[src/rtl/rv32_mem_pkg.sv]
// Shared encodings for the rv32 memory-access stage: access widths, branch
// conditions, bus FSM states and the load extension helper.
package rv32_mem_pkg;

   localparam logic [1:0] RV32_MEM_WIDTH_BYTE = 2'b00;
   localparam logic [1:0] RV32_MEM_WIDTH_HALF = 2'b01;
   localparam logic [1:0] RV32_MEM_WIDTH_WORD = 2'b10;

   localparam logic [1:0] RV32_BRANCH_OP_NEVER    = 2'b00;
   localparam logic [1:0] RV32_BRANCH_OP_ZERO     = 2'b01;
   localparam logic [1:0] RV32_BRANCH_OP_NON_ZERO = 2'b10;
   localparam logic [1:0] RV32_BRANCH_OP_ALWAYS   = 2'b11;

   typedef enum logic [1:0] {
      MEM_IDLE = 2'd0,
      MEM_BUSY = 2'd1,
      MEM_DONE = 2'd2
   } mem_state_t;

   // Widen a byte (half=0, value[7:0]) or half (half=1) to 32 bits.
   function automatic logic [31:0] extend_value(input logic [15:0] value,
                                                input logic        half,
                                                input logic        zero_extend);
      logic sign;
      if (half) begin
         sign = value[15] & ~zero_extend;
         return {{16{sign}}, value};
      end else begin
         sign = value[7] & ~zero_extend;
         return {{24{sign}}, value[7:0]};
      end
   endfunction

endpackage

[src/rtl/rv32_mem_align.sv]
// Combinational lane logic: store byte mask, store data replication and
// load lane selection with sign/zero extension.
module rv32_mem_align
   import rv32_mem_pkg::*;
(
   input  logic [1:0]  width,
   input  logic [1:0]  offset,
   input  logic        zero_extend,
   input  logic [31:0] store_value,
   input  logic [31:0] bus_value,
   output logic [3:0]  write_mask,
   output logic [31:0] write_value,
   output logic [31:0] load_value
);

   logic [7:0]  byte_s;
   logic [15:0] half_s;

   // Pick the addressed lanes out of the bus word.
   always_comb begin
      byte_s = bus_value[7:0];
      case (offset)
         2'd0:    byte_s = bus_value[7:0];
         2'd1:    byte_s = bus_value[15:8];
         2'd2:    byte_s = bus_value[23:16];
         2'd3:    byte_s = bus_value[31:24];
         default: byte_s = bus_value[7:0];
      endcase
      if (offset[1]) begin
         half_s = bus_value[31:16];
      end else begin
         half_s = bus_value[15:0];
      end
   end

   // Width-dependent mask, replication and extension.
   always_comb begin
      write_mask  = 4'b0000;
      write_value = store_value;
      load_value  = bus_value;
      case (width)
         RV32_MEM_WIDTH_BYTE: begin
            write_mask  = 4'b0001 << offset;
            write_value = {4{store_value[7:0]}};
            load_value  = extend_value({8'h00, byte_s}, 1'b0, zero_extend);
         end
         RV32_MEM_WIDTH_HALF: begin
            write_mask  = offset[1] ? 4'b1100 : 4'b0011;
            write_value = {2{store_value[15:0]}};
            load_value  = extend_value(half_s, 1'b1, zero_extend);
         end
         RV32_MEM_WIDTH_WORD: begin
            write_mask  = 4'b1111;
            write_value = store_value;
            load_value  = bus_value;
         end
         default: begin
            write_mask  = 4'b0000;
            write_value = store_value;
            load_value  = bus_value;
         end
      endcase
   end

endmodule

[src/rtl/rv32_mem.sv]
// rv32 memory-access stage: data-bus handshake, branch resolution and the
// pipeline register feeding writeback.
module rv32_mem
   import rv32_mem_pkg::*;
(
   input  logic        clk,
   input  logic        reset_n,
   input  logic        stall_in,
   input  logic        flush_in,
   input  logic        valid_in,
   input  logic        mem_read_in,
   input  logic        mem_write_in,
   input  logic        mem_zero_extend_in,
   input  logic        mem_fence_in,
   input  logic [1:0]  mem_width_in,
   input  logic [1:0]  branch_op_in,
   input  logic        branch_predicted_taken_in,
   input  logic        alu_non_zero_in,
   input  logic [4:0]  rd_in,
   input  logic        rd_write_in,
   input  logic [31:0] pc_in,
   input  logic [31:0] result_in,
   input  logic [31:0] rs2_value_in,
   input  logic [31:0] branch_pc_in,
   output logic [31:0] data_address_out,
   output logic        data_read_out,
   output logic        data_write_out,
   output logic [3:0]  data_write_mask_out,
   output logic [31:0] data_write_value_out,
   input  logic [31:0] data_read_value_in,
   input  logic        data_ready_in,
   output logic        stall_out,
   output logic        branch_mispredicted_out,
   output logic [31:0] branch_pc_out,
   output logic        valid_out,
   output logic        rd_write_out,
   output logic [4:0]  rd_out,
   output logic [31:0] rd_value_out
);

   mem_state_t  state_r;
   logic [31:0] hold_r;
   logic        access_s;
   logic        strobe_s;
   logic        taken_s;
   logic [31:0] load_value_s;
   logic [31:0] mem_value_s;
   logic        unused_s;

   // Fences need no bus activity in this stage.
   assign unused_s = mem_fence_in;

   rv32_mem_align u_align (
      .width       (mem_width_in),
      .offset      (result_in[1:0]),
      .zero_extend (mem_zero_extend_in),
      .store_value (rs2_value_in),
      .bus_value   (data_read_value_in),
      .write_mask  (data_write_mask_out),
      .write_value (data_write_value_out),
      .load_value  (load_value_s)
   );

   // Bus request; reset masks valid_in so nothing leaks out while held.
   always_comb begin
      access_s = valid_in & reset_n & (mem_read_in | mem_write_in);
      case (state_r)
         MEM_IDLE: strobe_s = access_s & ~flush_in;
         MEM_BUSY: strobe_s = access_s;
         MEM_DONE: strobe_s = 1'b0;
         default:  strobe_s = 1'b0;
      endcase
   end

   assign data_address_out = {result_in[31:2], 2'b00};
   assign data_read_out    = strobe_s & mem_read_in;
   assign data_write_out   = strobe_s & mem_write_in;
   assign stall_out        = strobe_s & ~data_ready_in;
   assign mem_value_s      = (state_r == MEM_DONE) ? hold_r : load_value_s;

   // Branch condition evaluation.
   always_comb begin
      case (branch_op_in)
         RV32_BRANCH_OP_NEVER:    taken_s = 1'b0;
         RV32_BRANCH_OP_ZERO:     taken_s = ~alu_non_zero_in;
         RV32_BRANCH_OP_NON_ZERO: taken_s = alu_non_zero_in;
         RV32_BRANCH_OP_ALWAYS:   taken_s = 1'b1;
         default:                 taken_s = 1'b0;
      endcase
   end

   assign branch_mispredicted_out = valid_in & reset_n & (taken_s != branch_predicted_taken_in);
   assign branch_pc_out           = taken_s ? branch_pc_in : pc_in + 32'd4;

   // Access FSM; DONE parks a completed access so it is never reissued.
   always_ff @(posedge clk or negedge reset_n) begin
      if (!reset_n) begin
         state_r <= MEM_IDLE;
         hold_r  <= 32'd0;
      end else begin
         case (state_r)
            MEM_IDLE: begin
               if (strobe_s) begin
                  if (data_ready_in) begin
                     hold_r  <= load_value_s;
                     state_r <= stall_in ? MEM_DONE : MEM_IDLE;
                  end else begin
                     state_r <= MEM_BUSY;
                  end
               end
            end
            MEM_BUSY: begin
               if (!access_s) begin
                  state_r <= MEM_IDLE;
               end else if (data_ready_in) begin
                  hold_r  <= load_value_s;
                  state_r <= stall_in ? MEM_DONE : MEM_IDLE;
               end
            end
            MEM_DONE: begin
               if (!stall_in) begin
                  state_r <= MEM_IDLE;
               end
            end
            default: state_r <= MEM_IDLE;
         endcase
      end
   end

   // Writeback pipeline register.
   always_ff @(posedge clk or negedge reset_n) begin
      if (!reset_n) begin
         valid_out    <= 1'b0;
         rd_write_out <= 1'b0;
         rd_out       <= 5'd0;
         rd_value_out <= 32'd0;
      end else if (!stall_in) begin
         valid_out    <= valid_in & ~flush_in;
         rd_write_out <= rd_write_in & ~flush_in;
         rd_out       <= rd_in;
         rd_value_out <= mem_read_in ? mem_value_s : result_in;
      end
   end

endmodule
[config.mk]
export PLATFORM = sky130hd
export DESIGN_NAME = rv32_mem
export DESIGN_NICKNAME = d
export VERILOG_FILES = /design/src/rtl/rv32_mem_pkg.sv /design/src/rtl/rv32_mem_align.sv /design/src/rtl/rv32_mem.sv
export SDC_FILE = /design/constraint.sdc
export NUM_CORES = 1
export LEC_CHECK = 0
export ABC_AREA = 1
export BUFFER_PORTS_ARGS = -buffer_cell sky130_fd_sc_hd__buf_2
export CORE_AREA = 2 2 126 128
export CTS_CLUSTER_SIZE = 30
export DETAILED_ROUTE_END_ITERATION = 10
export DIE_AREA = 0 0 128 130
export PLACE_DENSITY = 0.75
export SLEW_MARGIN = 5
export SYNTH_ARGS = -nofsm -noshare
export SYNTH_HDL_FRONTEND = slang
export SYNTH_SLANG_ARGS = --single-unit
[constraint.sdc]
create_clock -name clk -period 2.9 [get_ports clk]
set_input_delay 0.87 -clock clk [delete_from_list [all_inputs] [get_ports clk]]
set_output_delay 0.87 -clock clk [all_outputs]
set_load 0.02 [all_outputs]
==> results_dict.tcl <==
set metrics [dict create \
    synthDistinctLibCells 40 \
    power.density_mw_per_mm2 439 \
    grt_pass1_vias 6984 \
    cts-root-buf "clkbuf_16" \
    slew_headroom_pct 37.0 \
    syn_area_per_cell_um2 6.28 \
    syn_inst 979 \
    synth_area_leaders "dfrtp_1 (30%), nand2_1 (23%), a21oi_1 (6.1%)" \
    multi_input_area_mm2 0.00383 \
    crit_fanout 4 \
    power.total_w 0.00389 \
    critPathArrivalTime_ns 2.04 \
    drc 0 \
    synth-edff-count 0 \
    dp_hpwl_mm 18.4 \
    violations "setup timing" \
    start_kind "input pin" \
    dieArea_mm2 0.0166 \
    hold_slack_ns 0.474 \
    numCtsBuffers 9 \
    synth-async-reset-ratio_pct 100 \
    io_buffers 321 \
    clock_latency_ns 0.34 \
    seqCellArea_mm2 0.00183 \
    grt_usage_pct 27.2 \
    die_x_um 128 \
    synth-seq-area-share_pct 29.7 \
    htreeDepth 3 \
    antenna_found_initial 0 \
    synth_ff_type "dfrtp_1" \
    required_ns 2.03 \
    drive_gt1_share_pct 40.7 \
    final_core_util_pct 57.5 \
    crit_type "input pin to output port" \
    ir_drop_mv 0.223 \
    antenna_left 0 \
    syn2layout_area_growth_pct 44.2 \
    outcome "finished, violations left" \
    wl_per_cell_um 16.0 \
    wl_met3_mm 1.81 \
    dp_cells 1479 \
    wl_met1_mm 8.73 \
    cts_tree "built" \
    synth-seq-cells 73 \
    routed_via_density 5.19 \
    syn_area_mm2 0.00614 \
    yosys.area.top_type "dfrtp_1" \
    end_kind "output port" \
    tightest_slew_ns 0.945 \
    drt_pass1_iterations 7 \
    hold_violations 0 \
    synth_top_area_share_pct 29.7 \
    insertedDiodeCount 0 \
    met2_length_mm 12.6 \
    drt_iter0_drc 552 \
    drv_slew 0 \
    finalClockSkew_ns 0.00615 \
    hp-class "flop to flop" \
    fmax_ghz 0.344 \
    cts_sinks 73 \
    setup_ws_ns -0.00597 \
    die_h_um 130 \
    fin_crit_sh_pct 100 \
    wirelength_mm 24.0 \
    ios 325 \
    min_period_ns 2.91 \
    grt_setup_unrepaired "yes" \
    grt_pass1_wl_mm 35.3 \
    maxCapViolCount 0 \
    nets 1484 \
    p_leak_nw 4.86 \
    coreArea_mm2 0.0154 \
    final.fill_count 1509 \
    grt_overflow 0 \
    vias 7775 \
    cts_buffer_depth 2 \
    std_cell_rows 46 \
    clk_pin_slew_ns 0.06 \
    initial_utilization_pct 39.8 \
    dr.max_layer_used "met4" \
    setup_viol 2 \
    grt_max_degree 63 \
    yosysWarnings 0 \
    globalplace.congestion 0.912 \
    cts.hold.buffers_added 0 \
    layout.cells.non_filler 1498 \
]
## cell families after synthesis
kind of cell               Yosys count  share of synthesized area [%]
and+or+nand+nor                    560                           38.6
buffers and inverters              162                           13.8
adders and majority gates            1                          0.204
DFF                                 73                           29.7
xor gates and xnor gates            10                           1.43
other                                1                         0.0610
AOI/OAI and AO/OA                  172                           16.2
## worst max-delay path, cell delays in order
cell and delay (ns):
buf_8 0.08, ha_4 0.15, nand2_4 0.07, nor2_4 0.12, inv_1 0.06, nor2_1 0.13, buf_4 0.16, nand2_2 0.05
nand2_1 0.06, nand2_1 0.05, nand2_1 0.05, nand2_1 0.06, buf_6 0.13
## stage by stage
stage	area, um^2	setup slack [ns]	TNS, ns
after floorplan	6150	0.0359	0
after global placement	8010	-0.136	-1.18
after detailed placement	8010	-0.136	-1.25
after CTS	8470	-0.0133	-0.0392
after global routing	8860	-0.107	-0.867
final	8860	-0.00597	-0.00840
## synthesized netlist by cell type, types with 7 or more instances
cell type  instances
a21oi_1           75
a21oi_2           10
a31oi_1            8
buf_2             11
buf_4             43
buf_6              8
clkbuf_1          26
dfrtp_1           73
inv_1             63
inv_2              7
nand2_1          371
nand3_1           51
nand4_1           36
nor2_1            74
nor3_1             8
o21ai_0           43
o21ai_1           10
o21ai_2           12
## power breakdown
group / switching, W / internal, W / total [W]
Clock: 0.000436 / 0.000599 / 0.00103
Combinational: 0.000923 / 0.000569 / 0.00149
Sequential: 0.000113 / 0.00125 / 0.00137
## cell type report
cell class / count / area share (%)
clock inverters: 5 / 0.353
multi-input cells: 745 / 43.2
flip-flops and latches: 73 / 20.6
inverters: 72 / 3.19
repair buffers: 400 / 27.2
well taps: 192 / 2.71
clock buffers: 11 / 2.74
## placed cells by master (no fill, tap or decap), types with 12 or more instances in the layout
cell type	synthesis	routed
a21oi_1	75	75
buf_2	11	288
buf_4	43	86
buf_6	8	20
dfrtp_1	73	73
inv_1	63	56
inv_2	7	12
nand2_1	371	337
nand2_2	3	27
nand3_1	51	49
nand4_1	36	36
nor2_1	74	55
nor2_4	2	13
o21ai_0	43	42
## sequential cells by signal, summed over array words and instances (netlist names)
name / cells
rd_out: 5
valid_out: 1
state_r: 2
hold_r: 32
rd_value_out: 32
rd_write_out: 1
## per-layer routing
metal  vias up  global-route usage (%)
met5         -                       0
met2       373                    52.7
met4         0                    9.70
met1      3566                    29.7
met3        55                    4.80
li1       3781                       -
## final timing paths
kind	end	from	cells past startpoint	slack, ns
worst max-delay path	branch_pc_out[30]	pc_in[3]	13	-0.006
worst min-delay path	hold_r[27]$_DFFE_PN0P_	hold_r[27]$_DFFE_PN0P_	2	0.47
worst max register to register	rd_value_out[15]$_DFFE_PN0N_	state_r[0]$_DFFE_PN0P_	6	0.95
worst min register to register	hold_r[27]$_DFFE_PN0P_	hold_r[27]$_DFFE_PN0P_	2	0.47
max in group asynchronous	rd_value_out[31]$_DFFE_PN0N_	reset_n	3	1.36
min in group asynchronous	rd_value_out[16]$_DFFE_PN0N_	reset_n	2	0.57
## repair_timing
item                       in CTS  in global routing
gates resized for setup        50                121
buffers inserted                1                  2
setup endpoints to repair      18                 24
pin swaps                      19                 47
(Power assumes the default switching activity.)
